--- src/rtl/fb_write_scheduler_if.sv ---
// Write-side bundle of the frame buffer scheduler: clear control, two producer
// valid/ready channels and the memory write port.
interface fb_write_scheduler_if #(
    parameter int unsigned ADDR_WIDTH = 16,
    parameter int unsigned WORD_SIZE  = 18
);
    logic                  clear_start;
    logic [WORD_SIZE-1:0]  clear_color;
    logic                  clear_busy;
    logic                  clear_done;

    logic                  req0_valid;
    logic                  req0_ready;
    logic [ADDR_WIDTH-1:0] req0_addr;
    logic [WORD_SIZE-1:0]  req0_data;

    logic                  req1_valid;
    logic                  req1_ready;
    logic [ADDR_WIDTH-1:0] req1_addr;
    logic [WORD_SIZE-1:0]  req1_data;

    logic                  wr_drop;
    logic                  mem_write_en;
    logic [ADDR_WIDTH-1:0] mem_write_addr;
    logic [WORD_SIZE-1:0]  mem_write_data;

    // Producers / clear requester side.
    modport master (
        output clear_start, clear_color,
        output req0_valid, req0_addr, req0_data,
        output req1_valid, req1_addr, req1_data,
        input  clear_busy, clear_done, req0_ready, req1_ready,
        input  wr_drop, mem_write_en, mem_write_addr, mem_write_data
    );

    // Scheduler side.
    modport slave (
        input  clear_start, clear_color,
        input  req0_valid, req0_addr, req0_data,
        input  req1_valid, req1_addr, req1_data,
        output clear_busy, clear_done, req0_ready, req1_ready,
        output wr_drop, mem_write_en, mem_write_addr, mem_write_data
    );
endinterface

--- src/rtl/fb_write_scheduler.sv ---
// Frame buffer write scheduler: round-robin arbitration between two pixel
// producers, plus a full-buffer clear sequencer with absolute priority.
module fb_write_scheduler #(
    parameter int unsigned ADDR_WIDTH = 16,
    parameter int unsigned WORD_SIZE  = 18,
    parameter int unsigned NUM_WORDS  = 49152
) (
    input logic                 clk,
    input logic                 rst_n,
    fb_write_scheduler_if.slave bus
);

    localparam logic [1:0] StRun   = 2'd0;
    localparam logic [1:0] StClear = 2'd1;
    localparam logic [1:0] StDone  = 2'd2;

    // One extra bit so NUM_WORDS == 2**ADDR_WIDTH still compares correctly.
    localparam logic [ADDR_WIDTH:0]   NumWordsExt = (ADDR_WIDTH + 1)'(NUM_WORDS);
    localparam logic [ADDR_WIDTH-1:0] LastAddr    = ADDR_WIDTH'(NUM_WORDS - 1);

    logic [1:0]            state_q, state_d;
    logic [ADDR_WIDTH-1:0] cnt_q, cnt_d;
    logic [WORD_SIZE-1:0]  color_q, color_d;
    logic                  last_grant_q, last_grant_d;
    logic                  busy_q, busy_d;
    logic                  done_q, done_d;
    logic                  drop_q, drop_d;
    logic                  wen_q, wen_d;
    logic [ADDR_WIDTH-1:0] waddr_q, waddr_d;
    logic [WORD_SIZE-1:0]  wdata_q, wdata_d;

    logic                  grant_valid;
    logic                  grant_sel;
    logic                  run_open;
    logic                  ready0, ready1;
    logic                  xfer;
    logic [ADDR_WIDTH-1:0] sel_addr;
    logic [WORD_SIZE-1:0]  sel_data;
    logic                  sel_in_range;

    // Round-robin grant and combinational readies.
    always_comb begin
        grant_valid = bus.req0_valid | bus.req1_valid;
        if (bus.req0_valid && bus.req1_valid) begin
            grant_sel = ~last_grant_q;
        end else begin
            grant_sel = bus.req1_valid;
        end
        // The done-pulse cycle still belongs to the clear, so arbitration
        // resumes only on the cycle after it.
        run_open     = (state_q == StRun) && !done_q && !bus.clear_start;
        ready0       = run_open && grant_valid && !grant_sel;
        ready1       = run_open && grant_valid && grant_sel;
        xfer         = ready0 | ready1;
        sel_addr     = grant_sel ? bus.req1_addr : bus.req0_addr;
        sel_data     = grant_sel ? bus.req1_data : bus.req0_data;
        sel_in_range = {1'b0, sel_addr} < NumWordsExt;
    end

    // Next-state logic for the RUN / CLEAR / DONE sequencer and write port.
    always_comb begin
        state_d      = state_q;
        cnt_d        = cnt_q;
        color_d      = color_q;
        last_grant_d = last_grant_q;
        busy_d       = busy_q;
        done_d       = 1'b0;
        drop_d       = 1'b0;
        wen_d        = 1'b0;
        waddr_d      = waddr_q;
        wdata_d      = wdata_q;
        case (state_q)
            StRun: begin
                if (xfer) begin
                    last_grant_d = grant_sel;
                    if (sel_in_range) begin
                        wen_d   = 1'b1;
                        waddr_d = sel_addr;
                        wdata_d = sel_data;
                    end else begin
                        drop_d = 1'b1;
                    end
                end else if (bus.clear_start && !done_q) begin
                    state_d = StClear;
                    cnt_d   = '0;
                    color_d = bus.clear_color;
                    busy_d  = 1'b1;
                end
            end
            StClear: begin
                wen_d   = 1'b1;
                waddr_d = cnt_q;
                wdata_d = color_q;
                if (cnt_q == LastAddr) begin
                    state_d = StDone;
                end else begin
                    cnt_d = cnt_q + ADDR_WIDTH'(1);
                end
            end
            StDone: begin
                done_d  = 1'b1;
                busy_d  = 1'b0;
                state_d = StRun;
            end
            default: begin
                state_d = StRun;
                busy_d  = 1'b0;
            end
        endcase
    end

    // State registers with synchronous active-low reset.
    always_ff @(posedge clk) begin
        if (!rst_n) begin
            state_q      <= StRun;
            cnt_q        <= '0;
            color_q      <= '0;
            last_grant_q <= 1'b1;
            busy_q       <= 1'b0;
            done_q       <= 1'b0;
            drop_q       <= 1'b0;
            wen_q        <= 1'b0;
            waddr_q      <= '0;
            wdata_q      <= '0;
        end else begin
            state_q      <= state_d;
            cnt_q        <= cnt_d;
            color_q      <= color_d;
            last_grant_q <= last_grant_d;
            busy_q       <= busy_d;
            done_q       <= done_d;
            drop_q       <= drop_d;
            wen_q        <= wen_d;
            waddr_q      <= waddr_d;
            wdata_q      <= wdata_d;
        end
    end

    assign bus.req0_ready     = ready0;
    assign bus.req1_ready     = ready1;
    assign bus.clear_busy     = busy_q;
    assign bus.clear_done     = done_q;
    assign bus.wr_drop        = drop_q;
    assign bus.mem_write_en   = wen_q;
    assign bus.mem_write_addr = waddr_q;
    assign bus.mem_write_data = wdata_q;

endmodule

--- src/flat_wrapper.sv ---
// flat-port wrapper written by rule: the top's interface ports become plain ports
module fb_write_scheduler_flat 
#(
    parameter int unsigned ADDR_WIDTH = 16,
    parameter int unsigned WORD_SIZE  = 18,
    parameter int unsigned NUM_WORDS  = 49152
)
  (clk, rst_n, bus_clear_start, bus_clear_color, bus_req0_valid, bus_req0_addr, bus_req0_data, bus_req1_valid, bus_req1_addr, bus_req1_data, bus_clear_busy, bus_clear_done, bus_req0_ready, bus_req1_ready, bus_wr_drop, bus_mem_write_en, bus_mem_write_addr, bus_mem_write_data);
  fb_write_scheduler_if #(.ADDR_WIDTH(ADDR_WIDTH), .WORD_SIZE(WORD_SIZE)) bus_i ();
  input logic clk;
  input logic rst_n;
  input wire logic [$bits(bus_i.clear_start)-1:0] bus_clear_start;
  input wire logic [$bits(bus_i.clear_color)-1:0] bus_clear_color;
  input wire logic [$bits(bus_i.req0_valid)-1:0] bus_req0_valid;
  input wire logic [$bits(bus_i.req0_addr)-1:0] bus_req0_addr;
  input wire logic [$bits(bus_i.req0_data)-1:0] bus_req0_data;
  input wire logic [$bits(bus_i.req1_valid)-1:0] bus_req1_valid;
  input wire logic [$bits(bus_i.req1_addr)-1:0] bus_req1_addr;
  input wire logic [$bits(bus_i.req1_data)-1:0] bus_req1_data;
  output wire logic [$bits(bus_i.clear_busy)-1:0] bus_clear_busy;
  output wire logic [$bits(bus_i.clear_done)-1:0] bus_clear_done;
  output wire logic [$bits(bus_i.req0_ready)-1:0] bus_req0_ready;
  output wire logic [$bits(bus_i.req1_ready)-1:0] bus_req1_ready;
  output wire logic [$bits(bus_i.wr_drop)-1:0] bus_wr_drop;
  output wire logic [$bits(bus_i.mem_write_en)-1:0] bus_mem_write_en;
  output wire logic [$bits(bus_i.mem_write_addr)-1:0] bus_mem_write_addr;
  output wire logic [$bits(bus_i.mem_write_data)-1:0] bus_mem_write_data;
  assign bus_i.clear_start = bus_clear_start;
  assign bus_i.clear_color = bus_clear_color;
  assign bus_i.req0_valid = bus_req0_valid;
  assign bus_i.req0_addr = bus_req0_addr;
  assign bus_i.req0_data = bus_req0_data;
  assign bus_i.req1_valid = bus_req1_valid;
  assign bus_i.req1_addr = bus_req1_addr;
  assign bus_i.req1_data = bus_req1_data;
  assign bus_clear_busy = bus_i.clear_busy;
  assign bus_clear_done = bus_i.clear_done;
  assign bus_req0_ready = bus_i.req0_ready;
  assign bus_req1_ready = bus_i.req1_ready;
  assign bus_wr_drop = bus_i.wr_drop;
  assign bus_mem_write_en = bus_i.mem_write_en;
  assign bus_mem_write_addr = bus_i.mem_write_addr;
  assign bus_mem_write_data = bus_i.mem_write_data;
  fb_write_scheduler #(.ADDR_WIDTH(ADDR_WIDTH), .WORD_SIZE(WORD_SIZE), .NUM_WORDS(NUM_WORDS)) u_core (.clk(clk), .rst_n(rst_n), .bus(bus_i));
endmodule
--- config.mk ---
export PLATFORM = sky130hd
export DESIGN_NAME = fb_write_scheduler_flat
export DESIGN_NICKNAME = d
export VERILOG_FILES = /design/src/rtl/fb_write_scheduler_if.sv /design/src/rtl/fb_write_scheduler.sv /design/src/flat_wrapper.sv
export SDC_FILE = /design/constraint.sdc
export NUM_CORES = 1
export LEC_CHECK = 0
export ABC_AREA = 1
export BUFFER_PORTS_ARGS = -buffer_cell sky130_fd_sc_hd__clkbuf_2
export CELL_PAD_IN_SITES_DETAIL_PLACEMENT = 0
export CELL_PAD_IN_SITES_GLOBAL_PLACEMENT = 1
export CORE_ASPECT_RATIO = 2
export CORE_UTILIZATION = 29
export CTS_CLUSTER_DIAMETER = 50
export DETAILED_ROUTE_END_ITERATION = 7
export GPL_ROUTABILITY_DRIVEN = 0
export GPL_TIMING_DRIVEN = 0
export MAX_ROUTING_LAYER = met4
export PLACE_DENSITY_LB_ADDON = 0.1
export SLEW_MARGIN = 20
export SYNTH_ARGS = -nofsm -noshare
export SYNTH_HDL_FRONTEND = slang
export SYNTH_SLANG_ARGS = --single-unit
--- constraint.sdc ---
create_clock -name clk -period 3.1 [get_ports clk]
set_clock_uncertainty 0.1 [all_clocks]
set_input_delay 0.155 -clock clk [delete_from_list [all_inputs] [get_ports clk]]
set_output_delay 0.155 -clock clk [all_outputs]
set_load 0.02 [all_outputs]
After elaboration in Yosys (flattened, before gate mapping)

Index checks and enable logic that the tools add are counted.

Register bits: 75
Bits in latches: 0
Bits in writable memories: 0
Memory bits (read-only): 0
Output and inout port bits: 40
Memories: 0

Add/sub/neg operators: 1
Multipliers: 0
Divide/modulo/power cells: 0
Magnitude comparators: 1
Eq/ne operators: 9
Shifts and indexed selects: 0
Muxes and demuxes: 25
Bitwise operators: 5
Reduce and logical (&&, ||, !) cells: 19

Operator list:

| kind                  | count |
|---|---|
| $mux 16               | 6 |
| $pmux 16 s2           | 2 |
| $mux 18               | 3 |
| $pmux 18 s2           | 1 |
| $add 16x1->16 const B | 1 |
| $eq 16x16->1 const B  | 1 |
| $lt 16x16->1 const B  | 1 |
| $reduce_and 3->1      | 5 |
| $logic_and 1x1->1     | 7 |
| $mux 1                | 7 |
| $mux 2                | 3 |
| $ne 2x1->1 const B    | 3 |
| $ne 2x2->1 const B    | 3 |
| $pmux 1 s2            | 2 |
| $pmux 2 s2            | 1 |
| $reduce_and 4->1      | 1 |
| $logic_not 1->1       | 3 |
| $not 1->1             | 3 |
| $eq 2x1->1 const B    | 1 |
| $eq 2x2->1 const B    | 1 |
| $logic_not 2->1       | 1 |
| $or 1x1->1            | 2 |
| $reduce_and 2->1      | 1 |
| $reduce_bool 2->1     | 1 |

Logic depth before layout (Yosys ltp)

Gate-level depths: netlist of run 1.

Depth in word-level cells: 8
Gate-level depth with buffers: 12
Gate-level depth less buffers: 11

Worst setup path before layout of run 1

OpenSTA, ideal clock, no wires.

Kind: reg-to-reg
Start point: register u_core.cnt_q[0]
End point: register u_core.cnt_q[11]
Library setup time: 0.115 ns
Arrival: 1.413 ns
Setup slack: 1.472 ns
Stages on the path, launching flop included: 10
Cells stage by stage: dfxtp_1 ha_1 nand2_2 nor2_4 nand2_4 o21ai_4 nand2_4 buf_6 a21oi_1 nor2_1

Word-level cells in the longest chain between the ends: 3

RTL lines:

| item                                            | line                                               | source |
|---|---|---|
| start, declared                                 | fb_write_scheduler.sv:22                           | `logic [ADDR_WIDTH-1:0] cnt_q, cnt_d;` |
| start signal, assigned                          | fb_write_scheduler.sv:127                          | `cnt_q <= cnt_d;` |
| $add 16x1->16 or $eq 16x16->1 (tied branches)   | fb_write_scheduler.sv:97, fb_write_scheduler.sv:94 |  |
| $mux 16 or $ne 2x2->1 (tied branches)           | --                                                 |  |
| $pmux 16 s2 or $reduce_and 4->1 (tied branches) | --                                                 |  |

Several ways; a longest one is shown, not always the timed one. The select of a mux whose other input is x is not followed.
A chain may end at the register's enable or synchronous reset.

Final worst setup path of run 1

Start point: register u_core.cnt_q[1]
End point: register u_core.cnt_q[2]

Same word-level chain as after synthesis.

==> metrics, run 1 <==
Post-Syn Area per Cell=6.41 um^2; placed instance count=~870; Avg Vias per Cell=4.72; maximum VDD drop=0.000287 V; detailed-router iteration count before antenna repair=4; GRT Residual Overflow=0; peak clock frequency supported by timing=just over 0.5 GHz; I/O pin count=approximately 130; Crit. Startpoint=u_core.cnt_q[1]; static leakage=2.46 nW; reg-to-reg setup timing slack=1130 ps; number of H-tree branching levels=3; detailed-route wire length=between 10000 and 15000 um; violation count after the first detailed-routing iteration=239; origin of the worst min-delay path=bus_clear_color[2]; number of antenna violations at the first check in global routing=0; class of the tightest hold or removal check=in -> reg; GRT Resource Usage Total=~22%; number of non-filler instances in the completed layout=893; critical path class=reg -> reg; Yosys cell types=24; fraction of layout cells with a size suffix above 1=24.4%; clock-pin slew on the worst setup and hold paths=approximately 60 ps; per-cell routed wire length=15.5 um; count of antenna diodes in the layout=0; floorplan core area=approximately 13000 um^2; unrepaired setup endpoints after global routing=false; worst hold path endpoint=u_core.color_q[2]; die boundary width=82.6 um; syn nets=680; area of the die=13500 um^2; number of flip-flops and latches in the synthesized netlist=75; post-CTS setup buffers=0; power density cells=slightly below 600 nW/um^2; count of input and output buffers=129; Final ANT Viol Nets=0; yosys warns=0; CTS tree=yes; Worst EP arrival=about 2100 ps; starting density of the core=between 20% and 30%; relative max-transition margin=about three fifths; area of the mapped netlist=3770 um^2; final design instance area without fill=roughly 5000 um^2; number of max-cap violations=0; Worst Hold Depth=3; final standard cell utilization of the core=between 40% and 50%; Setup TNS Final=0 ps; maximum fanout along the worst path=10; capturing element type of the critical path=flop; number of nets in the finished design=830; crit path time final=1970 ps; final number of hold-violating endpoints=0; share of the synthesized area in the top cell type=39.8%; CTS max path bufs=2; startpoint of the most critical register-to-register path=u_core.cnt_q[1]; number of vias after detailed routing=4212; hold bufs inserted after CTS=10; Tcrit/Tclk final=63.6%; Area contributors post-synth=sky130_fd_sc_hd__dfxtp_1 (40%), sky130_fd_sc_hd__nand2_1 (17%), sky130_fd_sc_hd__nor2_1 (13%), sky130_fd_sc_hd__o21ai_0 (7.3%), sky130_fd_sc_hd__nand3_1 (7.0%); number of global-route vias before repair=4105; actual transition at the worst max-transition pin=~600 ps; Root Buffer=sky130_fd_sc_hd__clkbuf_16; Cell Rows=58; cells resized by post-CTS repair=0; Final Setup Violations=0; layout overhead on the synthesized area=34.3%; maximum number of pins on one net before global-route repair=14; number of buffers added by the clock tree synthesis step=9; sequential element share of the synthesized area=39.8%; result of the run=completed; worst-case reg-to-reg path depth=9; critical register-to-register path endpoint=u_core.cnt_q[2]; Worst Setup Start Kind=flop; required time at the endpoint of the critical path=3220 ps; number of sinks on the clock net=75; library cell occupying the most area in the post-synthesis netlist=sky130_fd_sc_hd__dfxtp_1; Mapped Cells=approximately 600; Residual DRC=0; clock insertion delay at the later pin of the skew report=between 300 and 400 ps; area after detailed placement=4600 um^2; final slew viol count=0; wire length of the first global-routing pass=20700 um; overall die height=163 um; half-perimeter wire length after detailed placement=11000 um
layer usage:
layer  global-route usage (%)  share of wire, %  vias up
li1                         -                 -     2174
met1                     20.3                36     1907
met2                     43.3                58      112
met3                     3.41               4.5       19
met4                     7.68               2.3        0
met5                        -                 0        -
area by class of cell:
| cell class | count | area [um^2] |
|---|---|---|
| clock inverters | 5 | 108 |
| flip-flops and latches | 75 | 1500 |
| repair buffers | 139 | 746 |
| inverters | 18 | 67.6 |
| plain buffers | 33 | 181 |
| fillers | 1448 | 7560 |
| multi-input cells | 462 | 2020 |
| clock buffers | 11 | 253 |
| well taps | 150 | 188 |
per-stage QoR:
step / setup slack (ps) / hold WS, ps / power (W)
global placement: 1180 / 308 / 0.00172
finish: 1130 / 1.20 / 0.00296
global route: 1010 / 16.1 / 0.00311
floorplan: 1470 / 222 / 0.00148
detailed placement: 1140 / 315 / 0.00172
CTS: 1140 / 3.42 / 0.00300
worst max-delay path by stage:
stage	end	slack (ps)	cells after the start
2_1_floorplan	u_core.cnt_q[11]	1470	9
5_1_grt	u_core.bus.mem_write_data[11]	1010	12
3_5_place_dp	u_core.cnt_q[2]	1140	9
4_1_cts	u_core.cnt_q[2]	1140	9
6_report	u_core.cnt_q[2]	1130	9
3_3_place_gp	u_core.cnt_q[11]	1180	9
synth_stat cells:
cell type	n
sky130_fd_sc_hd__a21oi_1	18
sky130_fd_sc_hd__buf_2	10
sky130_fd_sc_hd__buf_6	6
sky130_fd_sc_hd__clkbuf_1	17
sky130_fd_sc_hd__clkinv_1	2
sky130_fd_sc_hd__dfxtp_1	75
sky130_fd_sc_hd__ha_1	1
sky130_fd_sc_hd__inv_1	13
sky130_fd_sc_hd__inv_2	3
sky130_fd_sc_hd__nand2_1	175
sky130_fd_sc_hd__nand2_2	5
sky130_fd_sc_hd__nand2_4	3
sky130_fd_sc_hd__nand3_1	53
sky130_fd_sc_hd__nand3_2	1
sky130_fd_sc_hd__nand4_1	3
sky130_fd_sc_hd__nor2_1	134
sky130_fd_sc_hd__nor2_4	4
sky130_fd_sc_hd__nor3_1	2
sky130_fd_sc_hd__nor4_1	1
sky130_fd_sc_hd__o21ai_0	55
sky130_fd_sc_hd__o21ai_4	1
sky130_fd_sc_hd__o21bai_1	1
sky130_fd_sc_hd__or2_2	3
sky130_fd_sc_hd__xor2_1	2
where the power goes:
group | leakage [nW] | internal (W) | switching [W]
logic | 1.66 | 0.000221 | 0.000391
clock network | 0.176 | 0.000835 | 0.000422
registers | 0.618 | 0.00105 | 0.0000434
total | 2.46 | 0.00210 | 0.000856
layout by cell type (no fill, tap or decap), types with 5 or more instances in the layout:
master,n
sky130_fd_sc_hd__nor2_1,134
sky130_fd_sc_hd__dlygate4sd3_1,10
sky130_fd_sc_hd__o21ai_0,55
sky130_fd_sc_hd__inv_1,13
sky130_fd_sc_hd__clkbuf_1,17
sky130_fd_sc_hd__clkbuf_2,129
sky130_fd_sc_hd__nand3_1,53
sky130_fd_sc_hd__nand2_2,5
sky130_fd_sc_hd__buf_2,10
sky130_fd_sc_hd__a21oi_1,18
sky130_fd_sc_hd__clkbuf_16,9
sky130_fd_sc_hd__nand2_1,175
sky130_fd_sc_hd__buf_6,6
sky130_fd_sc_hd__dfxtp_1,75
flip-flops by register name, summed over array words and instances (netlist names):
signal and flops:
u_core.bus.mem_write_en 1, u_core.bus.clear_done 1, u_core.bus.wr_drop 1, u_core.bus.mem_write_addr 16, u_core.bus.clear_busy 1, u_core.color_q 18, u_core.state_q 2, u_core.bus.mem_write_data 18
u_core.last_grant_q 1, u_core.cnt_q 16
worst max-delay path, cell delays in order (launching register included):
cell                      delay, ps
sky130_fd_sc_hd__dfxtp_1        450
sky130_fd_sc_hd__ha_1           270
sky130_fd_sc_hd__nand2_2         90
sky130_fd_sc_hd__nor2_4         180
sky130_fd_sc_hd__nand2_4        100
sky130_fd_sc_hd__o21ai_4        220
sky130_fd_sc_hd__nand2_4        110
sky130_fd_sc_hd__buf_6          160
sky130_fd_sc_hd__a21oi_1        140
sky130_fd_sc_hd__nor2_1          50
cells by family after synthesis:
family,Yosys count,share of synthesized area (%)
flops,75,39.8
buf+inv,51,6.61
xor+xnor,2,0.465
compound gates,75,10.3
simple gates,384,42.4
fa+ha+maj,1,0.332
Power figures use the tool's default switching activity.
==> run 2, diff against run 1 <==
==> constraint.sdc (replaced) <==
create_clock -name clk -period 1.92 [get_ports clk]
set_clock_uncertainty 0.1 [all_clocks]
set_input_delay 0.096 -clock clk [delete_from_list [all_inputs] [get_ports clk]]
set_output_delay 0.096 -clock clk [all_outputs]
set_load 0.02 [all_outputs]
==> run 2 against run 1 <==
- the run now ends with negative hold slack left
- total power up 63%
- global-route usage barely moved
- clock-buffer cell count unchanged
- routed wire length grew 1.4%
- flip-flop and latch count did not move
- critical path depth unchanged
- via count grew 0.97%
- maximum frequency up 7.2%
- largest power group unchanged
==> metrics, run 2 (synthesis gave the netlist of run 1 again) <==
result of the run=complete, but fails checks; failing checks=negative hold slack; count of input and output buffers=roughly 130; filler cell count=~1400; number of antenna violations at the first check in global routing=0; startpoint of the most critical register-to-register path=u_core.cnt_q[1]; peak clock frequency supported by timing=0.543 GHz; final standard cell utilization of the core=~40%; number of max-cap violations=0; CP dominant cell by count=sky130_fd_sc_hd__nand2_4; Cell Rows=58; power spent charging and discharging nets=0.00139 W; die boundary width=between 80 and 90 um; maximum number of pins on one net before global-route repair=14; fraction of power consumed by sequential logic=between 30% and 40%; clock insertion delay at the later pin of the skew report=approximately 330 ps; Clk pwr share=41.9%; power density cells=925 nW/um^2; CTS max path bufs=2; FF+latch area=approximately 1500 um^2; reg-to-reg setup timing slack=80 ps; Worst Setup Start Kind=flop; number of vias after detailed routing=4253; origin of the worst min-delay path=bus_clear_color[1]; critical path class=reg -> reg; wire length of the first global-routing pass=20700 um; overall die height=163 um; capturing element type of the critical path=flop; area of the die=13500 um^2; most common cell after layout, fill and taps aside=sky130_fd_sc_hd__nand2_1; floorplan core area=~13000 um^2; CTS tree=yes; crit path time final=~1800 ps; commonest cells after routing, fill and taps aside=sky130_fd_sc_hd__nand2_1 (174), sky130_fd_sc_hd__nor2_1 (134), sky130_fd_sc_hd__clkbuf_2 (132), sky130_fd_sc_hd__dfxtp_1 (73), sky130_fd_sc_hd__o21ai_0 (55); final slew viol count=0; maximum fanout along the worst path=10; internal cell power=0.00343 W; Final Setup Violations=0; worst-case reg-to-reg path depth=9; Avg Vias per Cell=4.72; class of the tightest hold or removal check=in -> reg; number of buffers added by the clock tree synthesis step=9; library cell contributing the largest single delay on the critical path=sky130_fd_sc_hd__dfxtp_2; number of global-route vias before repair=4116; Total Power Consumption=0.00481 W; Tcrit/Tclk final=a little over nine tenths; I/O pin count=131; portion of total power attributed to combinational logic=21.6%; required time at the endpoint of the critical path=just over 2000 ps; starting density of the core=29.8%; fraction of layout cells with a size suffix above 1=25.5%; violation count after the first detailed-routing iteration=203; fraction of power spent switching nets=28.8%; actual transition at the worst max-transition pin=603 ps; detailed-router iteration count before antenna repair=4; GRT Residual Overflow=0; hold slack=-0.384 ps; Crit. Startpoint=u_core.cnt_q[1]; Worst EP arrival=1960 ps; number of H-tree branching levels=3; Root Buffer=sky130_fd_sc_hd__clkbuf_16; count of antenna diodes in the layout=0; number of sinks on the clock net=75; clock-pin slew on the worst setup and hold paths=60 ps; CP Cell Sequence=ha_2 -> nand2_2 -> nor2_4 -> nand2_4 -> o21ai_4 -> nand2_4 -> buf_6 -> a21oi_1 -> nor2_1; worst hold path endpoint=u_core.color_q[1]; Final ANT Viol Nets=0; CP peak stage delay=390 ps; GRT Resource Usage Total=22.0%; layout overhead on the synthesized area=38.0%; static leakage=2.52 nW; detailed-route wire length=about 14000 um; number of nets in the finished design=839; multi-input combinational cell area=2030 um^2; Residual DRC=0; maximum VDD drop=0.000463 V; final number of hold-violating endpoints=1; Worst Hold Depth=3; critical register-to-register path endpoint=u_core.cnt_q[2]; relative max-transition margin=59.8%; per-cell routed wire length=15.5 um; half-perimeter wire length after detailed placement=between 10000 and 15000 um
-- run 2: cell count changes in the layout (fill, tap and decap cells not counted), moves of 2 or more --
cell                            change
sky130_fd_sc_hd__buf_4              +3
sky130_fd_sc_hd__buf_2              -3
sky130_fd_sc_hd__dfxtp_2            +2
sky130_fd_sc_hd__clkbuf_1           -3
sky130_fd_sc_hd__dlygate4sd3_1      +5
sky130_fd_sc_hd__clkbuf_2           +3
sky130_fd_sc_hd__dfxtp_1            -2
-- run 2: metrics by stage --
step,std cells,setup TNS (ps),setup WS [ps],instance area (um^2)
3_3_place_gp,867,-0.0431,-0.0431,4600
3_5_place_dp,867,-111,-36.4,4600
6_report,902,0,79.2,5200
2_1_floorplan,588,0,292,3770
4_1_cts,898,0,16.4,5120
5_1_grt,902,-0.261,-0.261,5200
-- run 2: worst max-delay path by stage --
stage                                   end  slack (ps)
3_5_place_dp                u_core.cnt_q[2]         -40
2_1_floorplan              u_core.cnt_q[11]         290
4_1_cts        u_core.bus.mem_write_addr[6]          20
5_1_grt        u_core.bus.mem_write_data[3]        -0.3
6_report                    u_core.cnt_q[2]          80
3_3_place_gp               u_core.cnt_q[11]       -0.04
-- run 2: power groups by stage --
stage	registers (W)	logic, W	clock network [W]
floorplan	0.00189	0.000500	0
global placement	0.00179	0.000984	0
detailed placement	0.00180	0.000988	0
CTS	0.00176	0.00102	0.00207
global route	0.00177	0.00117	0.00213
finish	0.00176	0.00104	0.00202
-- run 2: routing by layer --
layer	GRT usage (%)	vias to the layer above	wire length [um]
met2	43.2	121	8060
met1	20.4	1924	4900
li1	-	2193	-
met5	-	-	0
met3	3.41	15	709
met4	7.68	0	319
-- run 2: worst max-delay path: cells and delay by family, from the launching register on --
kind | cells | cell delay (ps)
fa+ha+maj | 1 | 230
flops | 1 | 390
compound gates | 2 | 360
buf+inv | 1 | 160
simple gates | 5 | 500
-- run 2: area by class of cell --
class | instances | share of cell area [%]
inverters | 18 | 1.44
plain buffers | 33 | 3.92
multi-input cells | 462 | 39.0
repair buffers | 148 | 16.2
flip-flops and latches | 75 | 28.9
clock buffers | 11 | 4.86
well taps | 150 | 3.61
clock inverters | 5 | 2.07
-- run 2: repair_timing --
action / in CTS / in global routing
pin swaps: 0 / 2
hold endpoints to repair: 15 / 0
endpoints found under the setup margin: 8 / 40
cloned: 0 / 1
gates resized for setup: 2 / 20
setup buffers: 0 / 3
hold buffers: 15 / 0
==> run 3, diff against run 2 <==
--- a/config.mk
+++ b/config.mk
@@ -9,7 +9,6 @@
 export BUFFER_PORTS_ARGS = -buffer_cell sky130_fd_sc_hd__clkbuf_2
 export CELL_PAD_IN_SITES_DETAIL_PLACEMENT = 0
 export CELL_PAD_IN_SITES_GLOBAL_PLACEMENT = 1
-export CORE_ASPECT_RATIO = 2
 export CORE_UTILIZATION = 29
 export CTS_CLUSTER_DIAMETER = 50
 export DETAILED_ROUTE_END_ITERATION = 7
==> run 3 against run 2 <==
- clock-buffer cell count grew 5
- global-route usage shrank 2.4 points
- largest power group is now sequential cells
- the flow now finishes without violations
- flip-flop and latch count is the same
- die area shrank 0.20%
==> metrics, run 3 (synthesis gave the netlist of run 1 again) <==
Final ANT Viol Nets=0; number of antenna violations at the first check in global routing=0; per-cell routed wire length=13.4 um; Worst EP arrival=1580 ps; number of max-cap violations=0; CP peak stage delay=410 ps; count of input and output buffers=129; Residual DRC=0; detailed-router iteration count before antenna repair=4; actual transition at the worst max-transition pin=520 ps; result of the run=completed; Setup TNS Final=0 ps; die boundary width=116 um; overall die height=116 um; Final Setup Violations=0; maximum VDD drop=between 0.0003 and 0.0004 V; CP Cell Sequence=nand2_1 -> nand2_4 -> clkbuf_1 -> nor2_1 -> clkbuf_2; wire length of the first global-routing pass=19200 um; count of buffering cells on the critical path with inverters included=2; commonest cells after routing, fill and taps aside=sky130_fd_sc_hd__nand2_1 (174), sky130_fd_sc_hd__nor2_1 (134), sky130_fd_sc_hd__clkbuf_2 (133), sky130_fd_sc_hd__dfxtp_1 (73), sky130_fd_sc_hd__o21ai_0 (55); number of vias after detailed routing=4189; setup slack of the critical path after layout=143 ps; I/O pin count=131; unrepaired setup endpoints after global routing=false; detailed-route wire length=12400 um; CTS max path bufs=2; crit path time final=between 1500 and 2000 ps; CTS tree=yes; Total Power Consumption=0.00449 W; clock insertion delay at the later pin of the skew report=340 ps; final number of hold-violating endpoints=0; half-perimeter wire length after detailed placement=9290 um; critical path class=reg -> out; required time at the endpoint of the critical path=about 1700 ps; count of antenna diodes in the layout=0; number of buffers added by the clock tree synthesis step=9; GRT Residual Overflow=0; peak clock frequency supported by timing=0.563 GHz; starting density of the core=29.9%; DP Worst Slack=32.7 ps; clock-pin slew on the worst setup and hold paths=60 ps; GRT Resource Usage Total=19.7%; fraction of layout cells with a size suffix above 1=about 25%; number of nets in the finished design=~840; most common cell after layout, fill and taps aside=sky130_fd_sc_hd__nand2_1; Tcrit/Tclk final=between 90 and 100%; final standard cell utilization of the core=40.7%; Avg Vias per Cell=4.54; floorplan core area=around 13000 um^2; number of sinks on the clock net=75; library cell contributing the largest single delay on the critical path=sky130_fd_sc_hd__clkbuf_1; relative max-transition margin=65.3%; class of the tightest hold or removal check=in -> reg; cell family with the largest share of critical-path delay=buffers and inverters; static leakage=2.48 nW; violation count after the first detailed-routing iteration=176; number of H-tree branching levels=3; Worst Setup Start Kind=flop; post-CTS setup buffers=0; power density cells=873 nW/um^2; area of the die=13500 um^2; maximum fanout along the worst path=10; number of global-route vias before repair=3789; final slew viol count=0; layout overhead on the synthesized area=36.4%; Root Buffer=sky130_fd_sc_hd__clkbuf_16; Cell Rows=41; hold slack=28.6 ps; capturing element type of the critical path=output port; maximum number of pins on one net before global-route repair=12
run 3: changes by cell type in the layout (fill, tap and decap cells not counted), moves of 2 or more:
cell / change
sky130_fd_sc_hd__dlygate4sd3_1: +3
sky130_fd_sc_hd__bufinv_16: -3
sky130_fd_sc_hd__buf_4: -3
sky130_fd_sc_hd__clkbuf_8: +4
sky130_fd_sc_hd__buf_2: +2
run 3: layout make-up:
cell class / count / area [um^2]
Inverter: 18 / 70.1
Timing Repair Buffer: 147 / 826
Clock buffer: 16 / 312
Sequential cell: 75 / 1500
Buffer: 33 / 189
Fill cell: 1460 / 7480
Multi-Input combinational cell: 462 / 2020
Tap cell: 172 / 215
run 3: what timing repair did:
| item | 4_1_cts | 5_1_grt |
|---|---|---|
| resized for setup | 0 | 14 |
| endpoints found under the hold margin | 18 | 0 |
| hold buffers | 18 | 0 |
| setup endpoints to repair | 0 | 35 |
run 3: report_power, final:
group | switching, W | internal (W)
combinational | 0.000616 | 0.000371
sequential | 0.0000664 | 0.00169
clock | 0.000654 | 0.00109
total | 0.00134 | 0.00315
run 3: final timing paths:
kind / slack [ps] / cells after the start / end / startpoint
min reg2reg: 380 / 2 / u_core.bus.clear_busy / u_core.bus.clear_busy
min: 30 / 5 / u_core.bus.wr_drop / bus_req1_addr[15]
max: 140 / 5 / bus_req1_ready / u_core.last_grant_q
max reg2reg: 150 / 9 / u_core.cnt_q[11] / u_core.cnt_q[1]
run 3: layer usage:
| metal | vias up | wire length (um) | GRT usage, % | part of all wire, % |
|---|---|---|---|---|
| li1 | 2193 | - | - | - |
| met1 | 1891 | 5670 | 23.7 | 46 |
| met2 | 87 | 5900 | 32.7 | 48 |
| met3 | 18 | 548 | 3.09 | 4.4 |
| met4 | 0 | 259 | 7.95 | 2.1 |
| met5 | - | 0 | - | 0 |
run 3: tightest hold or removal path, cell delays in order:
cell and delay, ps:
sky130_fd_sc_hd__clkbuf_2 90, sky130_fd_sc_hd__nand2_1 60, sky130_fd_sc_hd__nand2_1 60, sky130_fd_sc_hd__nand2_1 80
sky130_fd_sc_hd__nor3_1 40
run 3: stage by stage:
stage / cell area, um^2 / cells
2_1_floorplan: 3770 / 588
3_3_place_gp: 4630 / 889
3_5_place_dp: 4630 / 889
4_1_cts: 5120 / 923
5_1_grt: 5140 / 923
6_report: 5140 / 923
